===== config.mk =====
export PLATFORM = sky130hd
export DESIGN_NAME = lnrv_itcm_slv
export DESIGN_NICKNAME = d
export VERILOG_FILES = /design/src/rtl/lnrv_itcm_slv_pkg.sv /design/src/rtl/lnrv_sync_fifo.sv /design/src/rtl/lnrv_itcm_slv.sv
export SDC_FILE = /design/constraint.sdc
export NUM_CORES = 1
export LEC_CHECK = 0
export BUFFER_PORTS_ARGS = -buffer_cell sky130_fd_sc_hd__clkbuf_2
export CORE_ASPECT_RATIO = 0.7
export CORE_MARGIN = 5
export CORE_UTILIZATION = 52
export CTS_BUF_LIST = sky130_fd_sc_hd__clkbuf_16
export CTS_CLUSTER_SIZE = 12
export DETAILED_ROUTE_END_ITERATION = 6
export PLACE_DENSITY = 0.85
export SETUP_SLACK_MARGIN = 0.02
export SYNTH_ARGS = -nofsm -noshare
export SYNTH_HDL_FRONTEND = slang
export SYNTH_SLANG_ARGS = --single-unit

===== constraint.sdc =====
create_clock -name clk -period 9.9 [get_ports clk]
set_clock_uncertainty 0.05 [all_clocks]
set_input_delay 0.99 -clock clk [delete_from_list [all_inputs] [get_ports clk]]
set_output_delay 0.99 -clock clk [all_outputs]
set_load 0.05 [all_outputs]

===== src/rtl/lnrv_itcm_slv_pkg.sv =====
// rtl/lnrv_itcm_slv_pkg.sv - shared size encodings, response type and size check for the ITCM slave
//
// Purpose: definitions shared by the ITCM responder and its response queue.
//   SIZE_*   : cmd_size encodings (byte/half/word; anything above word is illegal)
//   rsp_t    : one queued response {err, rdata}
//   size_err : alignment / legality check of a command size against the low address bits
package lnrv_itcm_slv_pkg;

  localparam logic [2:0] SIZE_BYTE = 3'd0;
  localparam logic [2:0] SIZE_HALF = 3'd1;
  localparam logic [2:0] SIZE_WORD = 3'd2;

  typedef struct packed {
    logic        err;
    logic [31:0] rdata;
  } rsp_t;

  localparam int RSP_W = $bits(rsp_t);

  function automatic logic size_err(input logic [2:0] size, input logic [1:0] lo);
    case (size)
      SIZE_BYTE: size_err = 1'b0;
      SIZE_HALF: size_err = lo[0];
      SIZE_WORD: size_err = (lo != 2'b00);
      default:   size_err = 1'b1;
    endcase
  endfunction

endpackage


===== src/rtl/lnrv_sync_fifo.sv =====
// rtl/lnrv_sync_fifo.sv - non-bypass synchronous FIFO with registered storage and occupancy count
//
// Purpose: in-order response queue. A pushed entry is visible on dout the cycle after the push,
//          even when the queue was empty (no bypass).
// Ports:
//   clk, reset      : clock, asynchronous active-high reset
//   push, din       : write strobe and entry
//   pop             : read strobe (ignored when empty)
//   dout, vld       : head entry and non-empty flag
//   count           : number of entries held
module lnrv_sync_fifo #(
  parameter int  WIDTH = 33,
  parameter int  DEPTH = 3,
  localparam int CW    = $clog2(DEPTH + 1)
) (
  input  logic             clk,
  input  logic             reset,
  input  logic             push,
  input  logic [WIDTH-1:0] din,
  input  logic             pop,
  output logic [WIDTH-1:0] dout,
  output logic             vld,
  output logic [CW-1:0]    count
);

  localparam int            PW       = (DEPTH > 1) ? $clog2(DEPTH) : 1;
  localparam logic [PW-1:0] LAST     = PW'(DEPTH - 1);
  localparam logic [CW-1:0] FULL_CNT = CW'(DEPTH);

  logic [WIDTH-1:0] mem [DEPTH];
  logic [PW-1:0]    rptr;
  logic [PW-1:0]    wptr;
  logic             full;
  logic             do_push;
  logic             do_pop;

  assign full    = (count == FULL_CNT);
  assign vld     = (count != '0);
  assign do_pop  = pop & vld;
  // A push into a full queue is only taken when the head leaves in the same cycle.
  assign do_push = push & (~full | do_pop);
  assign dout    = mem[rptr];

  always_ff @(posedge clk) begin
    if (do_push) mem[wptr] <= din;
  end

  always_ff @(posedge clk or posedge reset) begin
    if (reset) begin
      rptr  <= '0;
      wptr  <= '0;
      count <= '0;
    end else begin
      if (do_push) wptr <= (wptr == LAST) ? '0 : wptr + PW'(1);
      if (do_pop)  rptr <= (rptr == LAST) ? '0 : rptr + PW'(1);
      case ({do_push, do_pop})
        2'b10:   count <= count + CW'(1);
        2'b01:   count <= count - CW'(1);
        default: count <= count;
      endcase
    end
  end

  overflow_never: assert property (@(posedge clk) disable iff (reset) !(push && full && !pop));

endmodule


===== src/rtl/lnrv_itcm_slv.sv =====
// rtl/lnrv_itcm_slv.sv - ITCM responder on the lnrv cmd/rsp bus driving a single-port SRAM
//
// Purpose: decodes bus commands, checks range and alignment, drives the SRAM in the accept
//          cycle and returns in-order responses through a credit-limited queue.
// Ports:
//   clk, reset                          : clock, asynchronous active-high reset
//   cmd_vld/cmd_rdy                     : command handshake
//   cmd_write/addr/wdata/wstrb/size     : command fields
//   rsp_vld/rsp_rdy/rsp_rdata/rsp_err   : response handshake and payload
//   ram_cs/we/addr/wdata/wem, ram_rdata : SRAM macro interface (read data one cycle after cs)
module lnrv_itcm_slv
  import lnrv_itcm_slv_pkg::*;
#(
  parameter logic [31:0] ADDR_BASE   = 32'h8000_0000,
  parameter int          DEPTH_WORDS = 4096,
  parameter int          RSP_DEPTH   = 3,
  localparam int         AW          = $clog2(DEPTH_WORDS)
) (
  input  logic          clk,
  input  logic          reset,
  input  logic          cmd_vld,
  output logic          cmd_rdy,
  input  logic          cmd_write,
  input  logic [31:0]   cmd_addr,
  input  logic [31:0]   cmd_wdata,
  input  logic [3:0]    cmd_wstrb,
  input  logic [2:0]    cmd_size,
  output logic          rsp_vld,
  input  logic          rsp_rdy,
  output logic [31:0]   rsp_rdata,
  output logic          rsp_err,
  output logic          ram_cs,
  output logic          ram_we,
  output logic [AW-1:0] ram_addr,
  output logic [31:0]   ram_wdata,
  output logic [3:0]    ram_wem,
  input  logic [31:0]   ram_rdata
);

  localparam int            CW        = $clog2(RSP_DEPTH + 1);
  localparam logic [CW-1:0] MAX_OUT   = CW'(RSP_DEPTH);
  localparam logic [31:0]   WIN_BYTES = 32'(DEPTH_WORDS * 4);

  logic [31:0]   off;
  logic          cmd_err;
  logic          accept;
  logic          pop;
  logic [CW-1:0] outstanding;
  logic [CW-1:0] q_count;
  logic          fl_vld;
  logic          fl_read;
  logic          fl_err;
  rsp_t          push_data;
  rsp_t          q_data;

  // Unsigned offset: addresses below the base wrap high and fail the range check.
  assign off     = cmd_addr - ADDR_BASE;
  assign cmd_err = (off >= WIN_BYTES) | size_err(cmd_size, cmd_addr[1:0]);

  // Credits count every accepted command until its response is popped, so the queue
  // can never be asked to hold more than RSP_DEPTH entries.
  assign cmd_rdy = ~reset & (outstanding < MAX_OUT);
  assign accept  = cmd_vld & cmd_rdy;
  assign pop     = rsp_vld & rsp_rdy;

  assign ram_cs    = accept & ~cmd_err;
  assign ram_we    = ram_cs & cmd_write;
  assign ram_addr  = off[AW+1:2];
  assign ram_wdata = cmd_wdata;
  assign ram_wem   = ram_we ? cmd_wstrb : 4'h0;

  always_ff @(posedge clk or posedge reset) begin
    if (reset) begin
      fl_vld  <= 1'b0;
      fl_read <= 1'b0;
      fl_err  <= 1'b0;
    end else begin
      fl_vld <= accept;
      if (accept) begin
        fl_read <= ~cmd_write;
        fl_err  <= cmd_err;
      end
    end
  end

  always_ff @(posedge clk or posedge reset) begin
    if (reset) begin
      outstanding <= '0;
    end else begin
      case ({accept, pop})
        2'b10:   outstanding <= outstanding + CW'(1);
        2'b01:   outstanding <= outstanding - CW'(1);
        default: outstanding <= outstanding;
      endcase
    end
  end

  // SRAM read data is valid exactly while the in-flight entry is being pushed.
  assign push_data = {fl_err, (fl_read & ~fl_err) ? ram_rdata : 32'h0};

  lnrv_sync_fifo #(
    .WIDTH (RSP_W),
    .DEPTH (RSP_DEPTH)
  ) u_rsp_q (
    .clk   (clk),
    .reset (reset),
    .push  (fl_vld),
    .din   (push_data),
    .pop   (pop),
    .dout  (q_data),
    .vld   (rsp_vld),
    .count (q_count)
  );

  assign rsp_rdata = q_data.rdata;
  assign rsp_err   = q_data.err;

  credits_match: assert property (@(posedge clk) disable iff (reset)
    ({1'b0, q_count} + {{CW{1'b0}}, fl_vld}) == {1'b0, outstanding});

endmodule


==> reports/metrics.cfg <==
[layout]
layout_common_cells=clkbuf_2, edfxtp_1, nand2_1
fillCellCount=710
nNetsFinal=526
final_common_cell=clkbuf_2
n_antenna_cell=0
fin_area_um2=5500
final_util_pct=60.6
syn_to_final_growth_pct=13.3
drive_gt1_share_pct=32.1

[sta]
worstMarginPinSlew_ps=1150
holdWs_ps=449
fin_crit_ps=3280
fin_crit_sh_pct=33.2
rsz0062_at_grt=no
finalHoldViolations=0
finalSetupTns_ps=0
max-slew-margin-rel_pct=22.9
setup_ws_ps=6620
final-setup-viol-count=0
drv_slew=0
max_clock_freq_ghz=0.305

[worst_setup_path]
crit_chain=clkbuf_2, nor4_2, o211ai_2, nor4_1, clkbuf_2
cp_num_cells=5
path_max_fanout=7
startpoint_type=input port
cp_top_family=simple AND/OR/NAND/NOR gates
cp_slowest_cell=nor4_1
required_ps=8860
crit_top_cell=clkbuf_2
reg2reg_depth=3
cp_data_arrival_time_ps=2240
slowest_delay_ps=330
worstSetupEndpointType=output pin
critPathKind=in2out
cp_num_buf_inv=2

[detailed_routing]
drtAntennaViolNets=0
drc=0
dr.pass1.iters=4
post_drt_via_cell_ratio=5.23
vias=2852
wire_per_inst_um=16.1
drt_iter0_markers=167
routed_wl_mm=8.76

[synthesis]
syn_area_per_cell_um2=13.6
synth-compound-area-share_pct=5.26
synthFlopType=edfxtp_1
synth_area_um2=4850
synth_xor_area_share_pct=1.08
async_flop_share_pct=10.0
synth-edff-count=99
ys_types=32
muxShareOfSynthArea_pct=6.81
synth_simple_gate_area_share_pct=10.6
ys_seq_elements=110
synth_fp_nets=466
synth_top_family_by_area=simple AND/OR/NAND/NOR gates
yosysSeqAreaShare_pct=66.9
yosys_warnings=0
synthCells=356
yosys.area_share.adder_pct=0.516

[global_route]
grt_usage_pct=15.6
antenna_found_initial=0
grt_pass1_vias=2864
grt_start_max_net_pins=70
grt_pass1_wl_mm=14.0
overflow=0

[cts]
cts_resized=0
clockBufferDepth=2
htree_levels=3
cts_root_buf=clkbuf_16
clk_latency_ps=340
cts_setup_buffers=0
ctsHoldBuffers=0
path_clk_slew_ps=70
cts_tree=built
cts.sinks=110
cts_made_buffers=9

[die]
row_count=29
initial_utilization_pct=53.5
die_area_um2=11400
coreArea_um2=9070
die_x_um=125
die_y_um=90.8
ios=193

[run_status]
outcome=finished, final reports clean

[min_path]
whs_path_depth=1
hold_class=reg2reg

[power]
p_leak_nw=2.16
power_density_nw_per_um2=282
ir_drop_mv=0.130

[flow_run]
maxCapViolCount=0

[placed_design]
port_buffers=104
gp_congestion=0.751
postPlaceCellArea_um2=5170
dpl.hpwl_mm=5.84
dp_worst_setup_slack_ps=6580

==> layout make-up <==
class | count | area [um^2] | share of cell area [%]
Clock buffer | 9 | 225 | 4.10
Multi-Input combinational cell | 181 | 1190 | 21.7
Sequential cell | 110 | 3250 | 59.2
Tap cell | 124 | 155 | 2.82
Timing Repair Buffer | 108 | 551 | 10.0
Clock inverter | 7 | 97.6 | 1.78
Inverter | 6 | 22.5 | 0.410
==> cell usage after synthesis, types with 2 or more instances <==
cell type  instances  area, um^2
buf_4             47         353
and2_1            32         200
nor2_1             2        7.51
o21ai_0           34         170
dfrtp_1           11         275
mux2i_1           33         330
nor4b_1            2        17.5
xor2_1             2        17.5
edfxtp_1          99        2970
nor3_1             5        25.0
a21o_1             4        30.0
ha_1               2        25.0
nand2_1           39         146
clkbuf_1           9        33.8
buf_2              3        15.0
nor4_1             6        37.5
a21oi_1            3        15.0
inv_1              6        22.5
xnor2_1            4        35.0
==> flip-flops by register name (all words and copies together) (netlist names) <==
| name | flops |
|---|---|
| outstanding | 2 |
| fl_read | 1 |
| u_rsp_q.mem | 99 |
| u_rsp_q.wptr | 2 |
| u_rsp_q.count | 2 |
| fl_vld | 1 |
| fl_err | 1 |
| u_rsp_q.rptr | 2 |
==> metal layers <==
metal	up-vias	wire [um]	track usage, %
li1	1350	-	-
met1	1344	3620	19.7
met2	145	4170	24.6
met3	13	869	6.03
met4	0	104	5.78
met5	-	0	0
==> through the flow <==
stage | power (mW) | std cells
after floorplan | 1.11 | 356
after global placement | 1.18 | 529
after detailed placement | 1.19 | 529
after CTS | 1.57 | 545
after global routing | 1.62 | 545
final | 1.55 | 545
==> worst reg2reg max path: cells and delay by family, from the launching register on <==
kind / cells / cell delay (ps)
and+or+nand+nor: 2 / 980
buffers and inverters: 1 / 500
DFF: 1 / 430
==> kinds of logic (layout without fill, tap and decap cells) <==
logic type | count (synthesis) | count (layout)
flops | 110 | 110
simple gates | 95 | 95
buf+inv | 65 | 130
compound gates | 45 | 45
mux | 33 | 33
xor+xnor | 6 | 6
fa+ha+maj | 2 | 2
==> power by group <==
group          internal (mW)  switching (mW)
registers              0.563          0.0856
clock network          0.222           0.152
logic                  0.148           0.376
==> path summary, 6_finish.rpt <==
path | start | to | slack, ps
worst max-delay path | cmd_addr[29] | ram_wem[2] | 6620
worst min-delay path | outstanding[1]$_DFFE_PP0P_ | outstanding[1]$_DFFE_PP0P_ | 450
worst max register to register | u_rsp_q.count[0]$_DFFE_PP0P_ | u_rsp_q.mem[0][13]$_DFFE_PP_ | 7580
worst min register to register | outstanding[1]$_DFFE_PP0P_ | outstanding[1]$_DFFE_PP0P_ | 450
max in group asynchronous | reset | u_rsp_q.rptr[0]$_DFFE_PP0P_ | 8890
min in group asynchronous | reset | outstanding[0]$_DFFE_PP0P_ | 590
(Power assumes the default switching activity.)
